### src/rtl/alu_dispatcher_if.sv
// Instruction, arithmetic-unit and result bus of the ALU dispatcher.
interface alu_dispatcher_if;
    logic        INS_VALID;
    logic        INS_READY;
    logic [1:0]  INS_OP;
    logic [1:0]  INS_MOVI;
    logic [31:0] INS_A;
    logic [31:0] INS_B;
    logic [3:0]  INS_TAG;

    logic        AU_ACT;
    logic [1:0]  AU_OP_CODE;
    logic [1:0]  AU_MOVI;
    logic [31:0] AU_REG_A;
    logic [31:0] AU_REG_B;
    logic [31:0] AU_MEM;
    logic [31:0] AU_IMM;
    logic [31:0] AU_DATA;
    logic        AU_DATA_VALID;

    logic        RES_VALID;
    logic        RES_READY;
    logic [31:0] RES_DATA;
    logic [3:0]  RES_TAG;
    logic        RES_ERR;

    // Caller side: issues instructions, plays the arithmetic unit, consumes results.
    modport master (
        output INS_VALID, INS_OP, INS_MOVI, INS_A, INS_B, INS_TAG,
        input  INS_READY,
        input  AU_ACT, AU_OP_CODE, AU_MOVI, AU_REG_A, AU_REG_B, AU_MEM, AU_IMM,
        output AU_DATA, AU_DATA_VALID,
        input  RES_VALID, RES_DATA, RES_TAG, RES_ERR,
        output RES_READY
    );

    // Dispatcher side.
    modport slave (
        input  INS_VALID, INS_OP, INS_MOVI, INS_A, INS_B, INS_TAG,
        output INS_READY,
        output AU_ACT, AU_OP_CODE, AU_MOVI, AU_REG_A, AU_REG_B, AU_MEM, AU_IMM,
        input  AU_DATA, AU_DATA_VALID,
        output RES_VALID, RES_DATA, RES_TAG, RES_ERR,
        input  RES_READY
    );
endinterface

### src/rtl/alu_dispatcher.sv
// Instruction queue plus single-issue dispatcher for an external arithmetic unit.
// Define ALU_DISPATCH_TIMEOUT_EN to abort a WAIT that outlasts TIMEOUT cycles.

// Generic circular FIFO with occupancy counter.
// Latency: a pushed entry is visible on rd_dat the cycle after the push edge.
// Backpressure: wr_rdy low when full (from occupancy only); rd_vld low when empty.
module alu_dispatcher_fifo #(
    parameter int WIDTH = 8,
    parameter int DEPTH = 4
) (
    input  logic             CLK,
    input  logic             RST_N,
    input  logic             wr_vld,
    output logic             wr_rdy,
    input  logic [WIDTH-1:0] wr_dat,
    output logic             rd_vld,
    input  logic             rd_rdy,
    output logic [WIDTH-1:0] rd_dat
);
    localparam int PW = (DEPTH > 1) ? $clog2(DEPTH) : 1;

    logic [WIDTH-1:0] mem [DEPTH];
    logic [PW-1:0]    wr_ptr;
    logic [PW-1:0]    rd_ptr;
    logic [PW:0]      count;
    logic             push;
    logic             pop;

    assign wr_rdy = (count != (PW+1)'(DEPTH));
    assign rd_vld = (count != '0);
    assign push   = wr_vld && wr_rdy;
    assign pop    = rd_vld && rd_rdy;
    assign rd_dat = mem[rd_ptr];

    always_ff @(posedge CLK) begin
        if (push) begin
            mem[wr_ptr] <= wr_dat;
        end
    end

    // Power-of-two depth lets the pointers wrap by plain overflow.
    always_ff @(posedge CLK or negedge RST_N) begin
        if (!RST_N) begin
            wr_ptr <= '0;
            rd_ptr <= '0;
            count  <= '0;
        end else begin
            if (push) begin
                wr_ptr <= wr_ptr + 1'b1;
            end
            if (pop) begin
                rd_ptr <= rd_ptr + 1'b1;
            end
            case ({push, pop})
                2'b10:   count <= count + 1'b1;
                2'b01:   count <= count - 1'b1;
                default: count <= count;
            endcase
        end
    end
endmodule

// Queues instructions and runs them one at a time through the arithmetic unit.
// Latency: ISSUE one cycle after pop, result the cycle after AU_DATA_VALID.
// Backpressure: INS_READY drops when the queue is full; OUT holds until RES_READY.
module alu_dispatcher #(
    parameter int FIFO_DEPTH = 4,
    parameter int TIMEOUT    = 15
) (
    input logic             CLK,
    input logic             RST_N,
    alu_dispatcher_if.slave bus
);
    typedef struct packed {
        logic [1:0]  op;
        logic [1:0]  movi;
        logic [31:0] a;
        logic [31:0] b;
        logic [3:0]  tag;
    } ins_t;

    typedef enum logic [1:0] {
        S_IDLE,
        S_ISSUE,
        S_WAIT,
        S_OUT
    } state_t;

    state_t state;
    state_t state_nxt;
    ins_t   ins_in;
    ins_t   fifo_dat;
    ins_t   cur_q;
    logic   fifo_vld;
    logic   fifo_rdy;
    logic   pop;
    logic   au_done;
    logic   wait_exit;
    logic [31:0] res_data_q;
    logic [3:0]  res_tag_q;

    assign ins_in = {bus.INS_OP, bus.INS_MOVI, bus.INS_A, bus.INS_B, bus.INS_TAG};

    alu_dispatcher_fifo #(
        .WIDTH ($bits(ins_t)),
        .DEPTH (FIFO_DEPTH)
    ) u_fifo (
        .CLK    (CLK),
        .RST_N  (RST_N),
        .wr_vld (bus.INS_VALID),
        .wr_rdy (fifo_rdy),
        .wr_dat (ins_in),
        .rd_vld (fifo_vld),
        .rd_rdy (pop),
        .rd_dat (fifo_dat)
    );

    assign bus.INS_READY = fifo_rdy;
    assign pop           = (state == S_IDLE) && fifo_vld;
    // A late or spurious AU_DATA_VALID outside WAIT has no effect.
    assign au_done       = (state == S_WAIT) && bus.AU_DATA_VALID;

`ifdef ALU_DISPATCH_TIMEOUT_EN
    localparam int TW = (TIMEOUT > 1) ? $clog2(TIMEOUT) : 1;

    logic [TW-1:0] tmo_cnt;
    logic          tmo_done;
    logic          res_err_q;

    // The counter holds the number of WAIT cycles already spent without a result.
    assign tmo_done  = (state == S_WAIT) && !bus.AU_DATA_VALID &&
                       (tmo_cnt == TW'(TIMEOUT - 1));
    assign wait_exit = au_done || tmo_done;

    always_ff @(posedge CLK or negedge RST_N) begin
        if (!RST_N) begin
            tmo_cnt <= '0;
        end else if ((state == S_WAIT) && !wait_exit) begin
            tmo_cnt <= tmo_cnt + 1'b1;
        end else begin
            tmo_cnt <= '0;
        end
    end

    always_ff @(posedge CLK or negedge RST_N) begin
        if (!RST_N) begin
            res_err_q <= 1'b0;
        end else if (au_done) begin
            res_err_q <= 1'b0;
        end else if (tmo_done) begin
            res_err_q <= 1'b1;
        end
    end

    assign bus.RES_ERR = res_err_q;
`else
    assign wait_exit   = au_done;
    assign bus.RES_ERR = 1'b0;
`endif

    always_ff @(posedge CLK or negedge RST_N) begin
        if (!RST_N) begin
            state <= S_IDLE;
        end else begin
            state <= state_nxt;
        end
    end

    always_comb begin
        state_nxt = state;
        case (state)
            S_IDLE:  if (fifo_vld) state_nxt = S_ISSUE;
            S_ISSUE: state_nxt = S_WAIT;
            S_WAIT:  if (wait_exit) state_nxt = S_OUT;
            S_OUT:   if (bus.RES_READY) state_nxt = S_IDLE;
            default: state_nxt = S_IDLE;
        endcase
    end

    // Operands are captured only on pop, so they stay frozen through ISSUE and WAIT.
    always_ff @(posedge CLK or negedge RST_N) begin
        if (!RST_N) begin
            cur_q <= '0;
        end else if (pop) begin
            cur_q <= fifo_dat;
        end
    end

    always_ff @(posedge CLK or negedge RST_N) begin
        if (!RST_N) begin
            res_data_q <= '0;
            res_tag_q  <= '0;
        end else if (au_done) begin
            res_data_q <= bus.AU_DATA;
            res_tag_q  <= cur_q.tag;
        end else if (wait_exit) begin
            res_data_q <= '0;
            res_tag_q  <= cur_q.tag;
        end
    end

    assign bus.AU_ACT     = (state == S_ISSUE);
    assign bus.AU_OP_CODE = cur_q.op;
    assign bus.AU_MOVI    = cur_q.movi;
    assign bus.AU_REG_A   = cur_q.a;

    always_comb begin
        bus.AU_REG_B = '0;
        bus.AU_MEM   = '0;
        bus.AU_IMM   = '0;
        case (cur_q.movi)
            2'd0:    bus.AU_REG_B = cur_q.b;
            2'd1:    bus.AU_MEM   = cur_q.b;
            2'd2:    bus.AU_IMM   = cur_q.b;
            default: ;
        endcase
    end

    assign bus.RES_VALID = (state == S_OUT);
    assign bus.RES_DATA  = res_data_q;
    assign bus.RES_TAG   = res_tag_q;
endmodule

### src/flat_wrapper.sv
// flat-port wrapper written by rule: the top's interface ports become plain ports
module alu_dispatcher_flat 
#(
    parameter int FIFO_DEPTH = 4,
    parameter int TIMEOUT    = 15
)
  (CLK, RST_N, bus_INS_VALID, bus_INS_OP, bus_INS_MOVI, bus_INS_A, bus_INS_B, bus_INS_TAG, bus_INS_READY, bus_AU_ACT, bus_AU_OP_CODE, bus_AU_MOVI, bus_AU_REG_A, bus_AU_REG_B, bus_AU_MEM, bus_AU_IMM, bus_AU_DATA, bus_AU_DATA_VALID, bus_RES_VALID, bus_RES_DATA, bus_RES_TAG, bus_RES_ERR, bus_RES_READY);
  alu_dispatcher_if bus_i ();
  input logic CLK;
  input logic RST_N;
  input wire logic [$bits(bus_i.INS_VALID)-1:0] bus_INS_VALID;
  input wire logic [$bits(bus_i.INS_OP)-1:0] bus_INS_OP;
  input wire logic [$bits(bus_i.INS_MOVI)-1:0] bus_INS_MOVI;
  input wire logic [$bits(bus_i.INS_A)-1:0] bus_INS_A;
  input wire logic [$bits(bus_i.INS_B)-1:0] bus_INS_B;
  input wire logic [$bits(bus_i.INS_TAG)-1:0] bus_INS_TAG;
  output wire logic [$bits(bus_i.INS_READY)-1:0] bus_INS_READY;
  output wire logic [$bits(bus_i.AU_ACT)-1:0] bus_AU_ACT;
  output wire logic [$bits(bus_i.AU_OP_CODE)-1:0] bus_AU_OP_CODE;
  output wire logic [$bits(bus_i.AU_MOVI)-1:0] bus_AU_MOVI;
  output wire logic [$bits(bus_i.AU_REG_A)-1:0] bus_AU_REG_A;
  output wire logic [$bits(bus_i.AU_REG_B)-1:0] bus_AU_REG_B;
  output wire logic [$bits(bus_i.AU_MEM)-1:0] bus_AU_MEM;
  output wire logic [$bits(bus_i.AU_IMM)-1:0] bus_AU_IMM;
  input wire logic [$bits(bus_i.AU_DATA)-1:0] bus_AU_DATA;
  input wire logic [$bits(bus_i.AU_DATA_VALID)-1:0] bus_AU_DATA_VALID;
  output wire logic [$bits(bus_i.RES_VALID)-1:0] bus_RES_VALID;
  output wire logic [$bits(bus_i.RES_DATA)-1:0] bus_RES_DATA;
  output wire logic [$bits(bus_i.RES_TAG)-1:0] bus_RES_TAG;
  output wire logic [$bits(bus_i.RES_ERR)-1:0] bus_RES_ERR;
  input wire logic [$bits(bus_i.RES_READY)-1:0] bus_RES_READY;
  assign bus_i.INS_VALID = bus_INS_VALID;
  assign bus_i.INS_OP = bus_INS_OP;
  assign bus_i.INS_MOVI = bus_INS_MOVI;
  assign bus_i.INS_A = bus_INS_A;
  assign bus_i.INS_B = bus_INS_B;
  assign bus_i.INS_TAG = bus_INS_TAG;
  assign bus_INS_READY = bus_i.INS_READY;
  assign bus_AU_ACT = bus_i.AU_ACT;
  assign bus_AU_OP_CODE = bus_i.AU_OP_CODE;
  assign bus_AU_MOVI = bus_i.AU_MOVI;
  assign bus_AU_REG_A = bus_i.AU_REG_A;
  assign bus_AU_REG_B = bus_i.AU_REG_B;
  assign bus_AU_MEM = bus_i.AU_MEM;
  assign bus_AU_IMM = bus_i.AU_IMM;
  assign bus_i.AU_DATA = bus_AU_DATA;
  assign bus_i.AU_DATA_VALID = bus_AU_DATA_VALID;
  assign bus_RES_VALID = bus_i.RES_VALID;
  assign bus_RES_DATA = bus_i.RES_DATA;
  assign bus_RES_TAG = bus_i.RES_TAG;
  assign bus_RES_ERR = bus_i.RES_ERR;
  assign bus_i.RES_READY = bus_RES_READY;
  alu_dispatcher #(.FIFO_DEPTH(FIFO_DEPTH), .TIMEOUT(TIMEOUT)) u_core (.CLK(CLK), .RST_N(RST_N), .bus(bus_i));
endmodule
### config.mk
export PLATFORM = sky130hd
export DESIGN_NAME = alu_dispatcher_flat
export DESIGN_NICKNAME = d
export VERILOG_FILES = /design/src/rtl/alu_dispatcher_if.sv /design/src/rtl/alu_dispatcher.sv /design/src/flat_wrapper.sv
export SDC_FILE = /design/constraint.sdc
export NUM_CORES = 1
export LEC_CHECK = 0
export CAP_MARGIN = 20
export CORE_UTILIZATION = 33
export DETAILED_ROUTE_END_ITERATION = 8
export GPL_TIMING_DRIVEN = 0
export SYNTH_ARGS = -nofsm -noshare
export SYNTH_HDL_FRONTEND = slang
export SYNTH_SLANG_ARGS = --single-unit
### constraint.sdc
create_clock -name CLK -period 3.09 [get_ports CLK]
set_clock_uncertainty 0.15 [all_clocks]
set_input_delay 0.4635 -clock CLK [delete_from_list [all_inputs] [get_ports CLK]]
set_output_delay 0.4635 -clock CLK [all_outputs]
set_load 0.02 [all_outputs]
==> summary.md <==
| Metric | Value |
|---|---|
| Outcome | `finished clean` |
| Grt ovf | `0` |
| WL per Instance | `18.94 um` |
| GP Congestion | `0.7233` |
| Reg2reg setup slack | `0.49 ns` |
| GRT busiest layer | `met2` |
| Worst setup SP type | `flip-flop` |
| RSZ-0062 raised after global routing | `no` |
| Root buffer cell | `clkbuf_16` |
| Flop pwr share | `37.4%` |
| Post-Synth XOR/XNOR Area | `0.3304%` |
| Router iterations before antenna repair | `4` |
| Largest net degree at the start of global routing | `68` |
| DRT iter0 DRCs | `461` |
| Setup Crit Path Kind | `flip-flop to output pin` |
| Sw frac | `33.38%` |
| Global Route Usage Sum | `15.26%` |
| P_int | `14.53 mW` |
| Initial Utilization | `33.38%` |
| Crit Path Max Fanout | `10` |
| Cell variety after synth | `27` |
| Area share of the largest cell type after synthesis | `54.37%` |
| Final Max Tran Viols | `0` |
| CTS Buf Count | `45` |
| Setup repair bufs after CTS | `0` |
| Compound-Gate Fraction of Synth Area | `0.1652%` |
| Port bufs | `279` |
| Worst slew margin | `49.83%` |
| DIE HEIGHT | `221.5 um` |
| Clock latency on the worst-skew pair | `0.57 ns` |
| Peak supply drop | `0.0005598 V` |
| M1 GR Usage | `19.57%` |
| Finished Cell Area | `0.02111 mm^2` |
| Sequential fraction of the synthesis area | `72.78%` |
| H-tree depth | `2` |
| I/O pin count | `281` |
| Fin Hold WS | `0.2893 ns` |
| Post-synthesis simple-gate area fraction | `9.432%` |
| Final setup viols | `0` |
| Ant. Diodes | `0` |
| Commonest cells after routing, fill and taps aside | `edfxtp_1, clkdlybuf4s50_1, nand2_1, dfrtp_1, and2_1` |
| Site Rows | `80` |
| Post-Syn Area | `0.01591 mm^2` |
| DIE AREA | `0.04908 mm^2` |
| Via count | `8810` |
| Post-route ant nets | `0` |
| Tightest Pin Transition | `0.7526 ns` |
| Synth area leader | `edfxtp_1` |
| Synth warn | `0` |
| Fin. Hold Viols | `0` |
| Largest family of logic cells by synthesized area | `multiplexers` |
| Reg-to-reg startpoint | `u_core.state[0]` |
| Clock share of power | `23.6%` |
| Met3 usage | `3.366%` |
| Met2 Use GR | `25.70%` |
| Worst Setup End Kind | `output pin` |
| Power after layout | `21.80 mW` |
| Clock buffer depth | `3` |
| Tmin final | `2.973 ns` |
| F_max | `0.3364 GHz` |
| Leak pwr | `7.938 nW` |
| Syn avg cell area | `16.74 um^2` |
| Largest cells by area after synthesis | `edfxtp_1, dfrtp_1, mux4_2` |
| Residual DRC | `0` |
| Adder-cell share of the synthesized area | `0.8339%` |
| Final Cycle Share | `96.21%` |
| NumNets Final | `1401` |
| Mapped Cells | `950` |
| Max_cap viols | `0` |
| CTS tree | `done` |
| Post-Place Cell Area | `0.01962 mm^2` |
| Synthesis-to-layout area growth | `32.72%` |
| First-pass GRT wire length | `56.42 mm` |
| Reg clk slew, reported paths | `0.06 ns` |
| CP required | `2.48 ns` |
| DP Wirelength | `23.71 mm` |
| Mux contribution to synthesized area | `12.98%` |
| Core area | `0.04765 mm^2` |
| Switching Power | `7.277 mW` |
| Critical Path Start | `u_core.bus.AU_MOVI[0]` |
| Most common cell after layout, fill and taps aside | `edfxtp_1` |
| Fillers | `4284` |
| Vias per cell | `4.558` |
| Clock sinks | `405` |
| Chip width | `221.5 um` |
| Initial antenna violation count | `3` |
| Gate power share | `39.1%` |
| Number of global-route vias before repair | `9322` |
| Syn_nets | `1069` |
| Pwr dens | `1033 mW/mm^2` |
| Flops & latches, synth | `405` |
| Hold Path Class | `input pin to asynchronous set/reset pin` |
| Final wirelength | `36.62 mm` |
| Layout cells sized above 1 | `20.71%` |
| Crit path arrival time | `2.36 ns` |
[path summary, 6_finish.rpt]
kind                                      endpoint  depth (start not counted)
setup / recovery                  bus_AU_REG_B[31]                          4
hold / removal             u_core.bus.RES_DATA[28]                          2
setup reg to reg            u_core.u_fifo.count[1]                          8
hold reg to reg            u_core.bus.AU_REG_A[20]                          2
max in group asynchronous  u_core.bus.AU_REG_A[16]                          3
min in group CLK           u_core.bus.AU_REG_A[20]                          2
[routing by layer]
layer / share of wire, % / vias to the layer above
li1: - / 4062
met2: 49 / 225
met5: 0.11 / -
met4: 2.2 / 6
met3: 4.9 / 62
met1: 44 / 4455
[cell families after synthesis]
kind of cell | after synthesis
fa+ha+maj | 10
compound gates | 3
mux | 111
flops | 405
xor+xnor | 6
simple gates | 326
other cells | 1
buf+inv | 88
[cells in the mapped netlist]
| cell type | n |
|---|---|
| and2_4 | 1 |
| nor2b_1 | 3 |
| and3_2 | 4 |
| buf_1 | 5 |
| conb_1 | 1 |
| mux4_2 | 72 |
| dfrtp_1 | 117 |
| xor2_1 | 1 |
| edfxtp_1 | 288 |
| mux2_4 | 1 |
| a221oi_1 | 1 |
| xnor2_1 | 5 |
| nor3_1 | 1 |
| buf_2 | 19 |
| o32a_1 | 1 |
| buf_6 | 7 |
| or3b_4 | 1 |
| nand2_1 | 218 |
| fa_1 | 1 |
| and2_1 | 96 |
| ha_1 | 9 |
| buf_4 | 38 |
| o31ai_1 | 1 |
| inv_1 | 7 |
| nor2_1 | 2 |
| clkbuf_1 | 12 |
| mux2_2 | 38 |
[critical path, stage by stage (launching register included)]
cell and delay, ns:
dfrtp_2 0.46, nor2_2 0.26, clkbuf_4 0.30, and2_1 0.15, clkdlybuf4s50_1 0.63
[metrics by stage]
stage	instances	utilization [%]	setup slack (ns)	TNS, ns
floorplan	950	-	0.8609	0
global placement	1844	40.86	-4.096	-564.91
detailed placement	1849	41.18	0.08033	0
CTS	1933	44.30	0.02116	0
global route	1933	44.30	0.002921	0
finish	1933	44.30	0.1170	0
[area by class of cell]
type / instances / area, um^2 / area share (%)
buffer: 81 / 544.3 / 2.578
clock inverter: 23 / 182.7 / 0.8654
clock buffer: 60 / 1254 / 5.939
multi-input combinational: 457 / 3812 / 18.06
sequential: 405 / 11580 / 54.85
timing repair buffer: 285 / 2942 / 13.94
inverter: 7 / 26.28 / 0.1245
tap: 615 / 769.5 / 3.645
[what timing repair did]
item,CTS,global route
hold endpoints to repair,50,0
endpoints found under the setup margin,94,2
resized for setup,20,1
hold buffers,1,0
cloned,0,0
[power by group through the flow]
stage               combinational, mW  sequential, mW  clock, mW
floorplan                        4.96            8.34          0
global placement                 8.51            8.26          0
detailed placement               8.69            8.26          0
CTS                              8.76            8.18       5.31
global route                     9.26            8.33       5.52
finish                           8.51            8.15       5.14
[registers in the layout (all words and copies together) (netlist names)]
signal,count
u_core.u_fifo.mem,288
u_core.cur_q,36
u_core.bus.AU_REG_A,32
u_core.bus.RES_DATA,32
u_core.bus.RES_TAG,4
u_core.u_fifo.count,3
u_core.bus.AU_MOVI,2
u_core.bus.AU_OP_CODE,2
u_core.state,2
u_core.u_fifo.rd_ptr,2
u_core.u_fifo.wr_ptr,2
(Power assumes the default switching activity.)
